==> config.mk <==
export PLATFORM = sky130hd
export DESIGN_NAME = stream_mux_n
export DESIGN_NICKNAME = d
export VERILOG_FILES = /design/src/rtl/stream_mux_n.sv
export SDC_FILE = /design/constraint.sdc
export NUM_CORES = 1
export LEC_CHECK = 0
export CORE_MARGIN = 5
export CORE_UTILIZATION = 32
export DETAILED_ROUTE_END_ITERATION = 6
export GPL_TIMING_DRIVEN = 0
export PLACE_DENSITY = 0.79
export SKIP_LAST_GASP = 1
export SLEW_MARGIN = 15
export SYNTH_ARGS = -nofsm -noshare
export SYNTH_HDL_FRONTEND = slang
export SYNTH_SLANG_ARGS = --single-unit
==> constraint.sdc <==
create_clock -name i_clk -period 2.1 [get_ports i_clk]
set_input_delay 0.21 -clock i_clk [delete_from_list [all_inputs] [get_ports i_clk]]
set_output_delay 0.21 -clock i_clk [all_outputs]
set_load 0.01 [all_outputs]
==> src/rtl/stream_mux_n.sv <==
// stream_mux_n: N-channel packet-aware valid/ready stream multiplexer with a
// registered output stage. A granted channel stays locked until its last beat.
// Optional feature macro: STREAM_MUX_RR_EN. When it is defined, round-robin
// arbitration is compiled in and selected by i_rr_mode. When it is not
// defined, only fixed select is available.
module stream_mux_n #(
    parameter int WIDTH    = 8,
    parameter int CHANNELS = 4,
    parameter int SEL_W    = $clog2(CHANNELS)
) (
    input  logic                      i_clk,
    input  logic                      i_rst_n,
    input  logic [CHANNELS*WIDTH-1:0] i_in_data,
    input  logic [CHANNELS-1:0]       i_in_valid,
    input  logic [CHANNELS-1:0]       i_in_last,
    output logic [CHANNELS-1:0]       o_in_ready,
    input  logic [SEL_W-1:0]          i_sel,
    input  logic                      i_rr_mode,
    output logic [WIDTH-1:0]          o_out_data,
    output logic                      o_out_valid,
    output logic                      o_out_last,
    output logic [SEL_W-1:0]          o_out_chan,
    input  logic                      i_out_ready,
    output logic                      o_busy
);

    typedef enum logic {S_IDLE, S_LOCKED} state_t;

    state_t             r_state, w_state_nxt;
    logic [SEL_W-1:0]   r_lock_chan, w_lock_chan_nxt;
    logic               w_slot_free;
    logic               w_grant;
    logic [SEL_W-1:0]   w_g;
    logic               w_accept;
    logic               w_beat_last;
    logic [CHANNELS-1:0] w_ready;

    assign w_slot_free = !o_out_valid || i_out_ready;

`ifdef STREAM_MUX_RR_EN
    logic [SEL_W-1:0] r_rr_last;
    logic             w_rr_grant;
    logic [SEL_W-1:0] w_rr_g;

    // Round-robin search: the nearest valid channel after r_rr_last wins.
    // Scanning from farthest to nearest leaves the nearest one assigned.
    always_comb begin
        int idx;
        idx        = 0;
        w_rr_grant = 1'b0;
        w_rr_g     = '0;
        for (int k = CHANNELS; k >= 1; k--) begin
            idx = int'(r_rr_last) + k;
            if (idx >= CHANNELS) idx = idx - CHANNELS;
            if (i_in_valid[idx]) begin
                w_rr_grant = 1'b1;
                w_rr_g     = idx[SEL_W-1:0];
            end
        end
    end

    // The pointer moves only when a packet finishes, so a packet counts once.
    always_ff @(posedge i_clk or negedge i_rst_n) begin
        if (!i_rst_n)
            r_rr_last <= SEL_W'(CHANNELS - 1);
        else if (w_accept && w_beat_last)
            r_rr_last <= w_g;
    end
`else
    logic w_unused_rr_mode;
    assign w_unused_rr_mode = i_rr_mode;
`endif

    // Grant selection: the locked channel, else the arbitration or select result.
    always_comb begin
        w_grant = 1'b0;
        w_g     = '0;
        if (r_state == S_LOCKED) begin
            w_grant = 1'b1;
            w_g     = r_lock_chan;
        end
`ifdef STREAM_MUX_RR_EN
        else if (i_rr_mode) begin
            w_grant = w_rr_grant;
            w_g     = w_rr_g;
        end
`endif
        else if (int'(i_sel) < CHANNELS) begin
            w_grant = 1'b1;
            w_g     = i_sel;
        end
    end

    // One-hot ready toward the granted channel. It is held low while in reset.
    always_comb begin
        w_ready = '0;
        if (w_grant && w_slot_free && i_rst_n)
            w_ready[w_g] = 1'b1;
    end

    assign o_in_ready  = w_ready;
    assign w_accept    = w_grant && w_slot_free && i_in_valid[w_g];
    assign w_beat_last = i_in_last[w_g];
    assign o_busy      = (r_state == S_LOCKED);

    // FSM state register.
    always_ff @(posedge i_clk or negedge i_rst_n) begin
        if (!i_rst_n) begin
            r_state     <= S_IDLE;
            r_lock_chan <= '0;
        end else begin
            r_state     <= w_state_nxt;
            r_lock_chan <= w_lock_chan_nxt;
        end
    end

    // Next state: lock on a non-last first beat, unlock on the last beat.
    always_comb begin
        w_state_nxt     = r_state;
        w_lock_chan_nxt = r_lock_chan;
        if (w_accept) begin
            if (r_state == S_IDLE && !w_beat_last) begin
                w_state_nxt     = S_LOCKED;
                w_lock_chan_nxt = w_g;
            end else if (r_state == S_LOCKED && w_beat_last) begin
                w_state_nxt = S_IDLE;
            end
        end
    end

    // Output register stage. It loads on accept and drains when downstream takes the beat.
    always_ff @(posedge i_clk or negedge i_rst_n) begin
        if (!i_rst_n) begin
            o_out_valid <= 1'b0;
            o_out_data  <= '0;
            o_out_last  <= 1'b0;
            o_out_chan  <= '0;
        end else if (w_accept) begin
            o_out_valid <= 1'b1;
            o_out_data  <= i_in_data[int'(w_g)*WIDTH +: WIDTH];
            o_out_last  <= w_beat_last;
            o_out_chan  <= w_g;
        end else if (i_out_ready) begin
            o_out_valid <= 1'b0;
        end
    end

endmodule

Word-level counts from Yosys, hierarchy flattened

Cells that the tools add are included.

Flip-flop bits (word level): 15
RAM bits: 0
Bits in read-only memories: 0
Bits in latches: 0
Output and inout port bits: 17
Memories: 0
Logic and storage cells: 34

Multiply operators: 0
Bitwise gates (word level): 1
Reductions and logical operators: 12
Equal/unequal tests: 0
Divide/modulo/power cells: 0
Shifts and indexed selects: 1
Order comparisons: 2
$add $sub $neg: 0
Multiplexer cells: 12

Operators with widths:

| operator                                                   | count |
|---|---|
| indexed part select 32 x 6 -> 8 bit                        | 1 |
| two-way mux 1 bit                                          | 7 |
| logical AND 1 bit                                          | 5 |
| binary-select mux 1 bit (select 2 bit)                     | 2 |
| two-way mux 4 bit                                          | 1 |
| AND reduction 2 bit                                        | 2 |
| nonzero test 2 bit                                         | 2 |
| less-than comparator 2 x 3 -> 1 bit, second input constant | 1 |
| demux 1 bit (select 2 bit)                                 | 1 |
| >= comparator 2 x 1 -> 1 bit, second input constant        | 1 |
| logical NOT 1 bit                                          | 2 |
| two-way mux 2 bit                                          | 1 |
| logical OR 1 bit                                           | 1 |
| inverter 1 bit                                             | 1 |

Depth between registers and ports, before layout

Word-level depth: 7
Depth in mapped cells: 9

Least setup slack after synthesis

OpenSTA, ideal clock, no wires.

Kind: register -> register
Start: register r_state, in the netlist o_busy
End: register r_lock_chan[1]
Clock period less this slack: 2191 ps
Data arrival time: 2108 ps
Path slack: -91 ps
Cell stages (with the launch flop): 10
Cells stage by stage: dfrtp_1 > buf_6 > or2b_2 > nand2_1 > mux4_2 > inv_1 > ha_1 > inv_1 > or2_2 > o21ai_0

Cells in the longest elaborated chain, start to end: 6

RTL lines:

| element                                 | line | source |
|---|---|---|
| start, declared                         | 29   | `state_t r_state, w_state_nxt;` |
| start signal, assigned                  | 112  | `r_state <= w_state_nxt;` |
| two-way mux 2 bit                       | 78   | `if (r_state == S_LOCKED) begin` |
| binary-select mux 1 bit (select 2 bit)  | 103  | `assign w_beat_last = i_in_last[w_g];` |
| two-way mux 1 bit (implied by the code) | 103  |  |
| logical NOT 1 bit                       | 122  | `if (r_state == S_IDLE && !w_beat_last) begin` |
| logical AND 1 bit                       | 122  |  |
| AND reduction 2 bit (no line)           | --   |  |
| end signal, assigned                    | 113  | `r_lock_chan <= w_lock_chan_nxt;` |
| end, declared                           | 30   | `logic [SEL_W-1:0] r_lock_chan, w_lock_chan_nxt;` |

Parallel ways exist; a longest one is shown, timed or not. The select of a mux whose other input is x is not followed.
A chain may end at the register's enable or synchronous reset.

Final worst setup path

Start: register r_state, in the netlist o_busy
End: register r_lock_chan[0]

Same word-level chain as after synthesis.

==> reports/qor.log <==
INFO  outcome        status=completed
INFO  clock_network  htree_levels=1
INFO  synthesis      compound_gate_portion_of_the_synthesized_area=11.5%
INFO  timing         timing.slew.headroom=52.3%
INFO  power          cellLeakagePower=0.706nW
INFO  cells_and_area antenna_cells_inserted=0
INFO  floorplan      io-pin-count=63
INFO  placement      globalplace.congestion=0.750
INFO  critical_path  worstSetupPathType=flop to flop
INFO  timing         achievable-frequency=0.483GHz
INFO  critical_path  r2r_slack=30ps
INFO  synthesis      async_flop_share=100%
INFO  critical_path  r2r_cells=9
INFO  synthesis      synth_area_per_inst=12.2um^2
INFO  critical_path  cpMaxStageDelayCell=mux4_2
INFO  critical_path  worstReg2RegEnd=r_lock_chan[0]
INFO  routing        drt-pass1-iter-count=4
INFO  synthesis      synth_adder_area_share=1.28%
INFO  timing         hold_ws=94.3ps
INFO  synthesis      synth_cell_types=25
INFO  routing        first_iter_violations=48
INFO  synthesis      ys_seq_elements=15
INFO  clock_network  clkSlewWorstSetupHoldPaths=80ps
INFO  clock_network  clock_sink_count=15
INFO  global_route   antenna_found_initial=0
INFO  floorplan      num_rows=20
INFO  synthesis      ys_seq_area_share=38.3%
INFO  routing        route.detailed.vias_per_inst=5.30
INFO  floorplan      initial_utilization=32.6%
INFO  routing        wl_per_cell=16.0um
INFO  floorplan      die_extent_in_x=65.3um
INFO  synthesis      yosys_warnings=0
INFO  cells_and_area fin_nets=199
INFO  synthesis      synthesis.area=980um^2
INFO  global_route   total_gr_overflow=0
INFO  clock_network  cts-root-to-sink-buffers=2
INFO  placement      count_of_buffers_inserted_at_the_top_level_ports=61
INFO  global_route   globalRouteTotalUtil=14.9%
INFO  critical_path  worstPathCellList=buf_6 -> or2b_4 -> nand2_4 -> mux4_2 -> inv_2 -> ha_4 -> inv_4 -> or2_4 -> o21ai_2
INFO  critical_path  worst_ep_required_time=2300ps
INFO  routing        detail_route.drc_violations=0
INFO  min_path       min_delay_path_class=primary input to async pin
INFO  timing         period_share=98.5%
INFO  global_route   grt_pass1_wl=4930um
INFO  routing        wl=2940um
INFO  synthesis      largest_family_of_logic_cells_by_synthesized_area=multiplexers
INFO  clock_network  cts_root_buf=clkbuf_4
INFO  power          vdd.ir_drop.worst=0.337mV
INFO  routing        via_count=975
INFO  timing         final-hold-violation-count=0
INFO  timing         maxSlewViolCount=0
INFO  timing         clock_skew_after_layout=3.47ps
INFO  synthesis      synthSimpleGateAreaFrac=12.5%
INFO  global_route   largest_net_degree_at_the_start_of_global_routing=17
INFO  cells_and_area layout_common_cells=56 x clkdlybuf4s50_1, 15 x dfrtp_1, 9 x mux2_2, 9 x mux4_2, 8 x nand2_1
INFO  timing         post-route-min-period=2070ps
INFO  clock_network  cts_buffers=3
INFO  cells_and_area register_area=375um^2
INFO  critical_path  r2r-start=o_busy
INFO  cells_and_area post-route-cell-area=1770um^2
INFO  timing         finalSetupViolCount=0
INFO  cells_and_area multi_input_area=619um^2
INFO  critical_path  critical_path.max_stage_delay=510ps
INFO  timing         worstMarginPinSlew=715ps
INFO  critical_path  worst_ep_arrival_time=2270ps
INFO  floorplan      die_y=65.3um
INFO  routing        ant_nets=0
INFO  critical_path  cp-start-kind=flop
INFO  synthesis      postSynthNetCount=127
INFO  cells_and_area drive_above_1_share=30.5%
INFO  critical_path  timing.critical_path.to_type=flop
INFO  power          pwr_density_cell=1100nW/um^2
INFO  synthesis      yosys_most_used_dff=dfrtp_1
INFO  cells_and_area finish.utilization=59.0%
INFO  critical_path  timing.critical_path.fanout_max=5
INFO  synthesis      syn_inst=80
INFO  global_route   first_global_vias=1129
INFO  critical_path  family_with_the_most_delay_on_the_worst_path=simple AND/OR/NAND/NOR gates
INFO  critical_path  cp_num_buf_inv=3
INFO  synthesis      synth.mux.area_fraction=32.1%
INFO  synthesis      post_synth_xor_area_fraction=0%
INFO  synthesis      synth_enable_flop_cells=0
INFO  clock_network  cts_tree=yes
INFO  placement      total_cell_area_at_the_placement_stage=1640um^2
INFO  floorplan      core_region_area=3000um^2
INFO  cells_and_area synthToLayoutAreaGrowth=81.0%
INFO  cells_and_area layout.cells.most_common=clkdlybuf4s50_1
INFO  placement      post-dp-hpwl=2290um
INFO  cells_and_area num-fill-cells=260
INFO  clock_network  holdBufCountCts=0
INFO  floorplan      die_area=4270um^2
INFO  run            cap_viol_max_count=0
INFO  clock_network  clock_insertion_delay_worst_skew=270ps
INFO  timing         grt_setup_unrepaired=yes
[worst register-to-register path: cells and delay by family (launching register included)]
kind / cells / cell delay (ps)
flops: 1 / 390
simple gates: 3 / 570
fa+ha+maj: 1 / 130
buf+inv: 3 / 260
mux: 1 / 510
compound gates: 1 / 130
[registers in the layout, summed over array words and instances (netlist names)]
signal / count
o_busy: 1
o_out_chan: 2
o_out_data: 8
o_out_last: 1
o_out_valid: 1
r_lock_chan: 2
[routing by layer]
| layer | GRT usage, % | routed length (um) | up-vias |
|---|---|---|---|
| met4 | 4.66 | 18 | 0 |
| met5 | 0 | 0 | - |
| met1 | 15.2 | 1110 | 472 |
| li1 | - | - | 447 |
| met3 | 4.27 | 255 | 4 |
| met2 | 28.7 | 1560 | 52 |
[how the worst max path moves through the flow]
stage | startpoint | endpoint | slack, ps | cells after the start
finish | o_busy | r_lock_chan[0] | 30 | 9
global route | o_busy | r_lock_chan[0] | -50 | 9
CTS | o_busy | r_lock_chan[1] | 6 | 9
detailed placement | i_sel[0] | r_lock_chan[0] | -360 | 9
global placement | i_sel[0] | r_lock_chan[0] | -290 | 9
floorplan | o_busy | r_lock_chan[1] | -6 | 9
[stage by stage]
step / setup slack (ps) / cells / TNS, ps / total power [mW]
after floorplan: -6.28 / 80 / -12.6 / 1.15
final: 31.3 / 184 / 0 / 1.95
after detailed placement: -356 / 174 / -5230 / 1.64
after global routing: -46.4 / 184 / -72.1 / 2.11
after CTS: 5.87 / 181 / 0 / 1.87
after global placement: -288 / 174 / -4320 / 1.60
[layout make-up]
cell class	instances	area share, %
inverters	4	0.988
plain buffers	4	1.91
clock buffers	4	1.48
multi-input cells	57	34.9
well taps	33	2.33
flip-flops and latches	15	21.2
repair buffers	67	37.2
[cell usage after synthesis, drive strengths merged, types with 2 or more instances]
cell	count	area share, %
mux4	9	21
o21ai	8	4.1
dfrtp	15	38
or2b	3	2.6
inv	4	1.5
mux2	9	10
nand2	10	3.8
nor3	5	2.6
o31ai	2	1.5
buf	3	2.4
[where the power goes]
group	total, mW	leakage, nW	internal, mW	switching (mW)
clock network	0.154	0.0150	0.0735	0.0801
registers	0.528	0.180	0.433	0.0957
logic	1.27	0.511	0.758	0.513
total	1.95	0.706	1.26	0.689
[logic make-up (layout without fill, tap and decap cells)]
logic type                 after synthesis  after routing
AOI/OAI and AO/OA                       14             14
adders and majority gates                1              1
buffers and inverters                    8             79
DFF                                     15             15
muxes                                   19             19
and+or+nand+nor                         23             23
[repair_timing]
action / 4_1_cts / 5_1_grt
resized for setup: 15 / 13
endpoints found under the setup margin: 18 / 11
pin swaps: 2 / 2
setup buffers: 3 / 3
Power figures use the tool's default switching activity.
